[src/rtl/tag_ct_coalescer_pkg.sv]
// ============================================================================
// Module  : tag_ct_coalescer_pkg
// Brief   : Shared widths, count limit and tag/count word type for the
//           coalescer and the BD tag merge stage.
// Revision: 1.0 - initial release
// ============================================================================
`default_nettype none

package tag_ct_coalescer_pkg;

  localparam int NTAG_DEFAULT     = 11;
  localparam int NCT_DEFAULT      = 9;
  localparam int NTIMEOUT_DEFAULT = 64;
  localparam int CT_MAX           = (1 << NCT_DEFAULT) - 1;

  typedef struct packed {
    logic [NTAG_DEFAULT-1:0] tag;
    logic [NCT_DEFAULT-1:0]  ct;
  } tag_ct_t;

  // True when a + b still fits the count field (checked one bit wider).
  function automatic logic ct_sum_fits(input logic [NCT_DEFAULT-1:0] a,
                                       input logic [NCT_DEFAULT-1:0] b);
    logic [NCT_DEFAULT:0] s;
    s = {1'b0, a} + {1'b0, b};
    return (s <= NCT_DEFAULT'(CT_MAX));
  endfunction

endpackage

`default_nettype wire

[src/rtl/tag_ct_flush_timer.sv]
// ============================================================================
// Module  : tag_ct_flush_timer
// Brief   : Idle counter for a held word; pulses timeout after Ntimeout idle
//           cycles. Built only with TAG_CT_COALESCER_TIMEOUT_EN.
// Revision: 1.0 - initial release
// ============================================================================
`default_nettype none

`ifdef TAG_CT_COALESCER_TIMEOUT_EN
module tag_ct_flush_timer #(
  parameter int Ntimeout = 64
) (
  input  logic clk,
  input  logic reset,
  input  logic hold_v,
  input  logic accept,
  input  logic flush,
  output logic timeout
);

  localparam int             c_w     = $clog2(Ntimeout + 1);
  localparam logic [c_w-1:0] c_limit = c_w'(Ntimeout);

  logic [c_w-1:0] idle_q;
  logic [c_w-1:0] idle_d;

  // Counter parks at the limit while the output register is busy.
  always_comb begin
    idle_d = idle_q;
    if (accept || flush || !hold_v) begin
      idle_d = '0;
    end else if (idle_q != c_limit) begin
      idle_d = idle_q + c_w'(1);
    end
  end

  always_ff @(posedge clk) begin
    if (reset) begin
      idle_q <= '0;
    end else begin
      idle_q <= idle_d;
    end
  end

  assign timeout = hold_v && (idle_q == c_limit);

endmodule
`endif

`default_nettype wire

[src/rtl/tag_ct_coalescer.sv]
// ============================================================================
// Module  : tag_ct_coalescer
// Brief   : Merges consecutive same-tag counts into one hold word and hands
//           finished words to a registered output. Optional idle-timeout
//           flush under macro TAG_CT_COALESCER_TIMEOUT_EN.
// Revision: 1.0 - initial release
// ============================================================================
`default_nettype none

module tag_ct_coalescer
  import tag_ct_coalescer_pkg::*;
#(
  parameter int Ntag     = NTAG_DEFAULT,
  parameter int Nct      = NCT_DEFAULT,
  parameter int Ntimeout = NTIMEOUT_DEFAULT
) (
  input  logic            clk,
  input  logic            reset,
  input  logic            tag_ct_in_v,
  output logic            tag_ct_in_a,
  input  logic [Ntag-1:0] tag_ct_in_tag,
  input  logic [Nct-1:0]  tag_ct_in_ct,
  output logic            tag_ct_out_v,
  input  logic            tag_ct_out_a,
  output logic [Ntag-1:0] tag_ct_out_tag,
  output logic [Nct-1:0]  tag_ct_out_ct
);

  localparam logic [Nct-1:0] c_ct_max = '1;

  logic            hold_v_q,   hold_v_d;
  logic [Ntag-1:0] hold_tag_q, hold_tag_d;
  logic [Nct-1:0]  hold_ct_q,  hold_ct_d;
  logic            out_v_q,    out_v_d;
  logic [Ntag-1:0] out_tag_q,  out_tag_d;
  logic [Nct-1:0]  out_ct_q,   out_ct_d;

  logic [Nct:0]    w_sum;
  logic            w_merge_ok;
  logic            w_accept;
  logic            w_out_free;
  logic            w_flush;
  logic            w_timeout;

  always_comb begin
    w_sum      = {1'b0, hold_ct_q} + {1'b0, tag_ct_in_ct};
    w_merge_ok = hold_v_q && (tag_ct_in_tag == hold_tag_q) && (w_sum <= {1'b0, c_ct_max});
  end

  // Ready depends only on registered state and the offered word, never on out.a.
  assign tag_ct_in_a = !reset && (!hold_v_q || w_merge_ok || !out_v_q);
  assign w_accept    = tag_ct_in_v && tag_ct_in_a;
  assign w_out_free  = !out_v_q || tag_ct_out_a;
  assign w_flush     = hold_v_q && !w_accept && w_out_free &&
                       ((hold_ct_q == c_ct_max) || w_timeout);

`ifdef TAG_CT_COALESCER_TIMEOUT_EN
  tag_ct_flush_timer #(
    .Ntimeout (Ntimeout)
  ) u_flush_timer (
    .clk     (clk),
    .reset   (reset),
    .hold_v  (hold_v_q),
    .accept  (w_accept),
    .flush   (w_flush),
    .timeout (w_timeout)
  );
`else
  localparam int c_unused_ntimeout = Ntimeout;
  assign w_timeout = 1'b0;
`endif

  always_comb begin
    hold_v_d   = hold_v_q;
    hold_tag_d = hold_tag_q;
    hold_ct_d  = hold_ct_q;
    out_v_d    = out_v_q;
    out_tag_d  = out_tag_q;
    out_ct_d   = out_ct_q;

    if (out_v_q && tag_ct_out_a) begin
      out_v_d   = 1'b0;
      out_tag_d = '0;
      out_ct_d  = '0;
    end

    if (w_accept && (tag_ct_in_ct != '0)) begin
      if (!hold_v_q) begin
        hold_v_d   = 1'b1;
        hold_tag_d = tag_ct_in_tag;
        hold_ct_d  = tag_ct_in_ct;
      end else if (w_merge_ok) begin
        hold_ct_d  = w_sum[Nct-1:0];
      end else begin
        // Only reachable with the output register empty.
        out_v_d    = 1'b1;
        out_tag_d  = hold_tag_q;
        out_ct_d   = hold_ct_q;
        hold_tag_d = tag_ct_in_tag;
        hold_ct_d  = tag_ct_in_ct;
      end
    end else if (w_flush) begin
      out_v_d    = 1'b1;
      out_tag_d  = hold_tag_q;
      out_ct_d   = hold_ct_q;
      hold_v_d   = 1'b0;
      hold_tag_d = '0;
      hold_ct_d  = '0;
    end
  end

  always_ff @(posedge clk) begin
    if (reset) begin
      hold_v_q   <= 1'b0;
      hold_tag_q <= '0;
      hold_ct_q  <= '0;
      out_v_q    <= 1'b0;
      out_tag_q  <= '0;
      out_ct_q   <= '0;
    end else begin
      hold_v_q   <= hold_v_d;
      hold_tag_q <= hold_tag_d;
      hold_ct_q  <= hold_ct_d;
      out_v_q    <= out_v_d;
      out_tag_q  <= out_tag_d;
      out_ct_q   <= out_ct_d;
    end
  end

  assign tag_ct_out_v   = out_v_q;
  assign tag_ct_out_tag = out_tag_q;
  assign tag_ct_out_ct  = out_ct_q;

endmodule

`default_nettype wire
[config.mk]
export PLATFORM = sky130hd
export DESIGN_NAME = tag_ct_coalescer
export DESIGN_NICKNAME = d
export VERILOG_FILES = /design/src/rtl/tag_ct_coalescer_pkg.sv /design/src/rtl/tag_ct_flush_timer.sv /design/src/rtl/tag_ct_coalescer.sv
export SDC_FILE = /design/constraint.sdc
export NUM_CORES = 1
export LEC_CHECK = 0
export CAP_MARGIN = 10
export CORE_MARGIN = 2
export CORE_UTILIZATION = 45
export CTS_BUF_LIST = sky130_fd_sc_hd__clkbuf_16
export CTS_CLUSTER_DIAMETER = 120
export DETAILED_ROUTE_END_ITERATION = 7
export PLACE_DENSITY = 0.75
export SYNTH_ARGS = -nofsm -noshare
export SYNTH_HDL_FRONTEND = slang
export SYNTH_HIERARCHICAL = 1
export SYNTH_SLANG_ARGS = --single-unit
export TNS_END_PERCENT = 1
[constraint.sdc]
create_clock -name clk -period 2.1 [get_ports clk]
set_input_delay 0.42 -clock clk [delete_from_list [all_inputs] [get_ports clk]]
set_output_delay 0.42 -clock clk [all_outputs]
set_load 0.02 [all_outputs]
* Yosys cells after proc, flatten, opt, wreduce, memory -nomap -nowiden
Cells that the tools add are included.
** Word-level totals
- Bits in registers :: 42
- Input port bits :: 24
- Output and inout bits :: 22
- Logic and storage cells :: 55
** Operators by class
- $add $sub $neg :: 1
- Magnitude comparators :: 1
- Equal/unequal tests :: 3
- Muxes and demuxes :: 25
- Reductions and logical operators :: 19
** Operators by type and width (count)
- 11-bit two-way mux :: 9
- 9-bit two-way mux :: 9
- 11-bit equality test :: 1
- 9-bit by 9-bit adder with 10-bit output :: 1
- 10-bit by 9-bit <= comparator with 1-bit output, second input constant :: 1
- 9-bit equality test, second input constant :: 1
- 1-bit logical AND :: 9
- 9-bit nonzero test :: 1
- 1-bit two-way mux :: 7
- 1-bit zero test :: 4
- 1-bit logical OR :: 3
- 3-bit inequality test, second input constant :: 1
- 2-bit AND reduction :: 1
- 2-bit nonzero test :: 1

* Logic depth before layout (Yosys ltp)
Gate-level depths: netlist of run 1.
- Depth in word-level cells :: 13
- Depth in mapped cells :: 8
- Mapped depth without buffers :: 8

* Worst setup path before layout of run 1
OpenSTA, ideal clock, no wires.
- Path type :: input to output
- From :: input tag_ct_in_ct[6]
- To :: output tag_ct_in_a
- Data arrival time :: 2.130 ns
- Data required time :: 1.680 ns
- Path slack :: -0.450 ns
- Stages on the path :: 7
- Path buffers :: 1
- Path through :: ha_1 a21oi_2 o2111ai_1 nor4_4 nand2_1 buf_4 a31oi_1
** Between the ends
- Cells in the longest elaborated chain, start to end :: 6
** Ends and longest elaborated chain
- start: declaration :: RTL line tag_ct_coalescer.sv:22 : input logic [Nct-1:0] tag_ct_in_ct,
- 9-bit by 9-bit adder with 10-bit output :: RTL line tag_ct_coalescer.sv:46 : w_sum = {1'b0, hold_ct_q} + {1'b0, tag_ct_in_ct};
- 10-bit by 9-bit <= comparator with 1-bit output :: RTL line tag_ct_coalescer.sv:47 : w_merge_ok = hold_v_q && (tag_ct_in_tag == hold_tag_q) && (w_sum <= {1'b0, c_ct_max});
- 1-bit logical AND :: RTL line tag_ct_coalescer.sv:47
- 1-bit logical OR (2 in a row) :: RTL line tag_ct_coalescer.sv:51 : assign tag_ct_in_a = !reset && (!hold_v_q || w_merge_ok || !out_v_q);
- 1-bit logical AND :: RTL line tag_ct_coalescer.sv:51
- end: declaration :: RTL line tag_ct_coalescer.sv:20 : output logic tag_ct_in_a,
No other way between the ends.

* Worst setup path after layout of run 1
- From :: register hold_ct_q[6]
- To :: output tag_ct_in_a
** Between the ends
- Cells in the longest elaborated chain, start to end :: 6
** Ends and longest elaborated chain
- start: declaration :: RTL line tag_ct_coalescer.sv:33 : logic [Nct-1:0] hold_ct_q, hold_ct_d;
- start signal: assignment :: RTL line tag_ct_coalescer.sv:123 : hold_ct_q <= hold_ct_d;
- 9-bit by 9-bit adder with 10-bit output :: RTL line tag_ct_coalescer.sv:46
- 10-bit by 9-bit <= comparator with 1-bit output :: RTL line tag_ct_coalescer.sv:47
- 1-bit logical AND :: RTL line tag_ct_coalescer.sv:47
- 1-bit logical OR (2 in a row) :: RTL line tag_ct_coalescer.sv:51
- 1-bit logical AND :: RTL line tag_ct_coalescer.sv:51
No other way between the ends.

==> results of run 1 <==
cells in the mapped netlist:
cell        n  area, um2
inv_1       3       11.3
o21ai_0     1       5.00
o32ai_2     1       16.3
nor4_4      1       21.3
o22ai_1     8       50.1
a41o_2      1       11.3
a32oi_2     1       16.3
nor4_1      1       6.26
ha_1        9        113
a31oi_1     3       18.8
buf_4       3       22.5
a21oi_2     1       8.76
xor2_1      1       8.76
nand3b_1   12       90.1
nand2b_1    1       6.26
or2_2       1       6.26
a211oi_1    3       22.5
a41oi_1     1       8.76
nand4_1     3       18.8
a21boi_2    1       11.3
a31o_1     11       96.3
a21oi_1    17       85.1
nand3_1     4       20.0
and4b_1     1       10.0
buf_2       4       20.0
buf_6       2       22.5
nor2_1     18       67.6
xnor2_1    16        140
o21ai_1     2       10.0
nor2b_1     3       18.8
o2111ai_1   1       8.76
a21boi_0    1       7.51
nand2_1    49        184
o211ai_1    1       7.51
fa_1        1       20.0
clkbuf_1    4       15.0
o21bai_1    1       7.51
dfxtp_1    42        841
nand2_2     1       6.26
and4_1      1       8.76
a21o_1      2       15.0
mux2i_1    19        190
nor3_1      3       15.0
kinds of logic after synthesis:
family	after synthesis	share of synthesized area, %
multiplexers	19	8.31
AND/OR/NAND/NOR	99	20.9
AO/OA/AOI/OAI	57	17.8
buffers and inverters	16	3.99
XOR/XNOR	17	6.50
flip-flops	42	36.7
adder cells (fa/ha/maj)	10	5.79
sequential cells by signal, summed over array words and instances, names as in the netlist:
name,count
hold_tag_q,11
tag_ct_out_tag,11
hold_ct_q,9
tag_ct_out_ct,9
hold_v_q,1
tag_ct_out_v,1
how the worst min path moves through the flow:
stage	from	endpoint	slack, ns	cells after the start
2_1_floorplan	hold_ct_q[4]	tag_ct_out_ct[4]	0.48	2
6_report	tag_ct_in_tag[4]	hold_tag_q[4]	0.41	3
3_3_place_gp	tag_ct_out_ct[2]	tag_ct_out_ct[2]	0.45	2
3_5_place_dp	tag_ct_out_ct[1]	tag_ct_out_ct[1]	0.45	2
4_1_cts	tag_ct_in_tag[4]	hold_tag_q[4]	0.41	3
5_1_grt	tag_ct_in_tag[4]	hold_tag_q[4]	0.41	3
what timing repair did:
action | 4_1_cts | 5_1_grt
endpoints found under the hold margin | 0 | 0
pin swaps | 32 | 5
setup buffers | 3 | 0
hold buffers | 0 | 0
gates resized for setup | 65 | 12
setup endpoints to repair | 43 | 41
power groups by stage:
stage	clock, mW	combinational (mW)	sequential, mW
after floorplan	0	0.215	0.867
after global placement	0	0.424	0.860
after detailed placement	0	0.437	0.861
after CTS	0.994	0.471	0.848
after global routing	1.04	0.522	0.852
final	0.983	0.489	0.849
metal layers:
layer,track usage (%),share of wire (%),vias to the layer above
li1,-,-,1142
met1,35.0,44,1142
met2,43.4,50,77
met3,5.29,4.7,15
met4,8.38,1.5,0
met5,0,0,-
area by class of cell:
class / instances / area, um2
inverters: 3 / 11.3
clock buffers: 5 / 125
repair buffers: 114 / 971
well taps: 67 / 83.8
clock inverters: 3 / 63.8
multi-input cells: 202 / 1570
fillers: 334 / 1150
flip-flops and latches: 42 / 842
metrics by stage:
stage,util [%],hold slack [ns]
2_1_floorplan,-,0.477
3_3_place_gp,68.9,0.447
3_5_place_dp,68.9,0.451
4_1_cts,75.6,0.407
5_1_grt,76.2,0.409
6_report,76.2,0.411
worst max-delay path: cells and delay by family, from the launching register on:
| family | cells | cell delay, ns |
|---|---|---|
| AOI/OAI and AO/OA | 3 | 0.51 |
| adders and majority gates | 1 | 0.22 |
| buffers and inverters | 1 | 0.14 |
| and+or+nand+nor | 2 | 0.33 |
| DFF | 1 | 0.36 |
layout by cell type (no fill, tap or decap), types with 5 or more instances in the layout:
cell and count:
o22ai_1 8, clkdlybuf4s50_1 23, mux2i_1 19, xnor2_1 15
clkbuf_16 5, nand2_1 45, buf_4 66, dlygate4sd2_1 8
a21oi_1 16, nand3b_1 12, dfxtp_1 41, ha_4 6
clkdlybuf4s15_1 6, a31o_1 11, nor2_1 17
==> impl_metrics.toml, run 1 <==
[place]
port_buffers = 45
gpl.final_weighted_congestion = 0.892
dp.cells = 425
dpl.hpwl_um = 4820
detailedPlace.worstSlack_ns = -0.948
post_dp_cell_area_um2 = 3320

[layout]
final_design_area_no_fill_um2 = 3670
num_antenna_cells = 0
final_cells = 436
layout-drive-gt1-share_pct = 32.2
area_delta_synth_final_pct = 60.3
nNetsFinal = 402

[drt]
vias = 2376
routed_wire_length_per_instance_um = 16.1
detailedRoute.firstPassIterationCount = 5
drc = 0
antenna_left = 0
routed_via_density = 5.45
first_iter_violations = 111
route.final.wire_length_um = 7020

[clock_network]
tritoncts = "built"
cts_inserted_buffers = 5
htree_levels = 2
cts.clk_slew.worst_paths_ns = 0.06
clkSinkCount = 42
clock_latency_ns = 0.28
ctsLongestPathBuffers = 2
clock-root-buffer = "clkbuf_16"

[power]
cell_internal_pwr_mw = 1.76
maximum_vdd_drop_v = 0.000551
p_switching_mw = 0.560
combinational_power_share_pct = 21.1
pwr_density_cell_nw_per_um2 = 632
seq_power_share_pct = 36.6
leakage_nw = 1.53
p_clk_share_pct = 42.3
power.share.switching_pct = 24.1
final_total_power_mw = 2.32

[floorplanning]
dieHeight_um = 75.3
floorplan.die_area_um2 = 5670
die_w_um = 75.3
rows = 25
initial_core_util_pct = 47.5
coreArea_um2 = 4820
boundaryPins = 46

[critical_path]
cp.required_ns = 1.68
critical-path-slowest-cell = "dfxtp_2"
worst_r2r_endpoint = "tag_ct_out_tag[6]"
reg2reg_depth = 10
cp-end-kind = "primary output"
arrival_time_reported_for_the_critical_path_endpoint_ns = 1.84
largest_fanout_on_the_critical_path = 2
max_stage_delay_ns = 0.36
timing.critical_path.from = "hold_ct_q[6]"
path_type_of_the_worst_setup_path = "reg -> out"
rrSetupSlack_ns = 0.03
timing.critical_path.to = "tag_ct_in_a"
worstSetupStartpointType = "flip-flop"
cp_cell_sequence = "ha_4 > a21oi_4 > o2111ai_4 > nor4_4 > nand2_2 > a31oi_4 > buf_6"
crit-reg2reg-launch = "hold_ct_q[8]"

[run_status]
run_status = "finished, violations left"
violations = "setup timing"

[logic_synthesis]
netlist_area_um2 = 2290
synth.avg_cell_area_um2 = 8.81
yosysUniqueCellTypes = 43
mappedNetlistNets = 294
ys.warnings.count = 6
synth-seq-area-share_pct = 36.7
post_synth_inst_count = 260
ys_seq_elements = 42

[timing]
hold_violations = 0
maxClockFrequency_ghz = 0.443
rsz0062_at_grt = "true"
finalSetupViolations = 2
max_slew_margin_pct = 67.8
setup_tns_ns = -0.176
setup_ws_ns = -0.158
tightest_slew_ns = 0.482
period_minus_slack_ns = 2.26
final_period_utilization_pct = 108
skew_ns = 0.00412
maxSlewViolCount = 0

[job]
max-cap-violations = 0

[grt]
grt_start_max_net_pins = 23
track_usage_pct = 26.4
grt_pass1_vias = 2323
grt_pass1_wl_um = 11200
grt_antenna_before_repair = 0
globalRouteOverflowTotal = 0

[min_path]
hp-class = "in -> reg"
Note: power is estimated with default switching activity, not from simulation.
==> inputs of run 2 (changes only) <==
--- a/config.mk
+++ b/config.mk
@@ -7,11 +7,12 @@
 export LEC_CHECK = 0
 export CAP_MARGIN = 10
 export CORE_MARGIN = 2
-export CORE_UTILIZATION = 45
+export CORE_UTILIZATION = 35
 export CTS_BUF_LIST = sky130_fd_sc_hd__clkbuf_16
 export CTS_CLUSTER_DIAMETER = 120
 export DETAILED_ROUTE_END_ITERATION = 7
-export PLACE_DENSITY = 0.75
+export HOLD_SLACK_MARGIN = 0.15
+export PLACE_DENSITY = 0.61
 export SYNTH_ARGS = -nofsm -noshare
 export SYNTH_HDL_FRONTEND = slang
 export SYNTH_HIERARCHICAL = 1
==> impl_metrics.toml, run 2 (same netlist as run 1, synthesis figures left out) <==
[drt]
first_iter_violations = 74
routed_wire_length_per_instance_um = 14.4
routed_via_density = 5.01
vias = 2206
route.final.wire_length_um = 6340
detailedRoute.firstPassIterationCount = 4
drc = 0
antenna_left = 0

[timing]
final_period_utilization_pct = 107
hold_violations = 0
setup_ws_ns = -0.146
period_minus_slack_ns = 2.25
rsz0062_at_grt = "true"
worst_hold_slack_ns = 0.395
max_slew_margin_pct = 67.3
finalSetupViolations = 1
maxClockFrequency_ghz = 0.445
tightest_slew_ns = 0.490
maxSlewViolCount = 0
skew_ns = 0.00642

[layout]
most_frequent_cells_in_the_layout = "buf_4, nand2_1, dfxtp_1"
layout-drive-gt1-share_pct = 30.6
final_cells = 440
area_delta_synth_final_pct = 54.8
nNetsFinal = 396
final_common_cell = "buf_4"
filler_instances = 585
num_antenna_cells = 0

[clock_network]
cts_inserted_buffers = 5
clock_latency_ns = 0.28
clock-root-buffer = "clkbuf_16"
cts_hold_buf = 0
clkSinkCount = 42
ctsLongestPathBuffers = 2
htree_levels = 2
tritoncts = "built"
cts.clk_slew.worst_paths_ns = 0.06

[job]
max-cap-violations = 0

[power]
leakage_nw = 1.47
maximum_vdd_drop_v = 0.000353
pwr_density_cell_nw_per_um2 = 576

[critical_path]
cp-end-kind = "primary output"
largest_fanout_on_the_critical_path = 2
cp.required_ns = 1.68
arrival_time_reported_for_the_critical_path_endpoint_ns = 1.83
worstSetupStartpointType = "primary input"
path_type_of_the_worst_setup_path = "in -> out"

[floorplanning]
initial_core_util_pct = 36.1
coreArea_um2 = 6350
floorplan.die_area_um2 = 7200
die_w_um = 84.9
rows = 29
boundaryPins = 46
dieHeight_um = 84.9

[grt]
grt_pass1_vias = 2070
grt_start_max_net_pins = 33
grt_pass1_wl_um = 10300
track_usage_pct = 18.0
globalRouteOverflowTotal = 0
grt_antenna_before_repair = 0

[place]
gpl.final_weighted_congestion = 0.853
dpl.hpwl_um = 4650
dp.cells = 428
detailedPlace.worstSlack_ns = -0.964
port_buffers = 45

[run_status]
run_status = "finished, violations left"
violations = "setup timing"

[min_path]
hp-class = "in -> reg"
==> run 2: changes by cell type in the layout (fill, tap and decap cells not counted), sizes merged <==
| cell | change |
|---|---|
| clkdlybuf4s15 | -3 |
| clkbuf | -1 |
| clkinvlp | +1 |
| dlygate4sd2 | +2 |
| buf | -4 |
| clkinv | +1 |
| clkdlybuf4s50 | +1 |
| bufinv | -2 |
| dlymetal6s2s | -1 |
==> run 2: layout make-up <==
class	instances	area [um2]	share of cell area [%]
clock buffer	5	125	3.53
clock inverter	3	16.3	0.459
inverter	3	11.3	0.318
multi-input combinational	202	1530	43.1
sequential	42	847	23.9
tap	77	96.3	2.72
timing repair buffer	108	920	25.9
==> run 2: final timing paths <==
path | startpoint | endpoint | slack (ns) | depth (start not counted)
min | tag_ct_in_tag[8] | hold_tag_q[8] | 0.40 | 3
max reg2reg | hold_ct_q[8] | tag_ct_out_tag[1] | 0.03 | 10
min reg2reg | tag_ct_out_ct[3] | tag_ct_out_ct[3] | 0.46 | 2
max | tag_ct_in_tag[6] | tag_ct_in_a | -0.15 | 7
==> run 2: metrics by stage <==
| step | instance area [um2] | utilization (%) | setup TNS, ns | power [mW] |
|---|---|---|---|---|
| 2_1_floorplan | 2360 | - | -0.142 | 1.08 |
| 3_3_place_gp | 3290 | 51.9 | -22.49 | 1.28 |
| 3_5_place_dp | 3290 | 51.9 | -23.90 | 1.29 |
| 4_1_cts | 3530 | 55.6 | -0.124 | 2.05 |
| 5_1_grt | 3540 | 55.8 | -2.16 | 2.14 |
| 6_report | 3540 | 55.8 | -0.146 | 2.04 |
==> run 2: layer usage <==
metal	track usage [%]	wire length [um]
met1	25.4	3170
met2	29.0	2990
met3	2.92	130
met4	4.33	45
met5	0	0
==> run 2: where the power goes <==
group	internal, mW	total, mW	switching [mW]
Sequential	0.825	0.847	0.0222
Combinational	0.243	0.453	0.209
Clock	0.434	0.743	0.309
==> run 2: repair_timing <==
item                       4_1_cts  5_1_grt
gates resized for setup         63        7
cloned                           0        0
setup buffers                    4        0
pin swaps                       25        8
setup endpoints to repair       43       40
==> run 2: worst max-delay path, cell delays in order <==
cell             delay [ns]
clkdlybuf4s15_2        0.20
xnor2_1                0.18
nand4_1                0.24
nor4_4                 0.34
nand2_2                0.11
a31oi_4                0.19
buf_6                  0.14
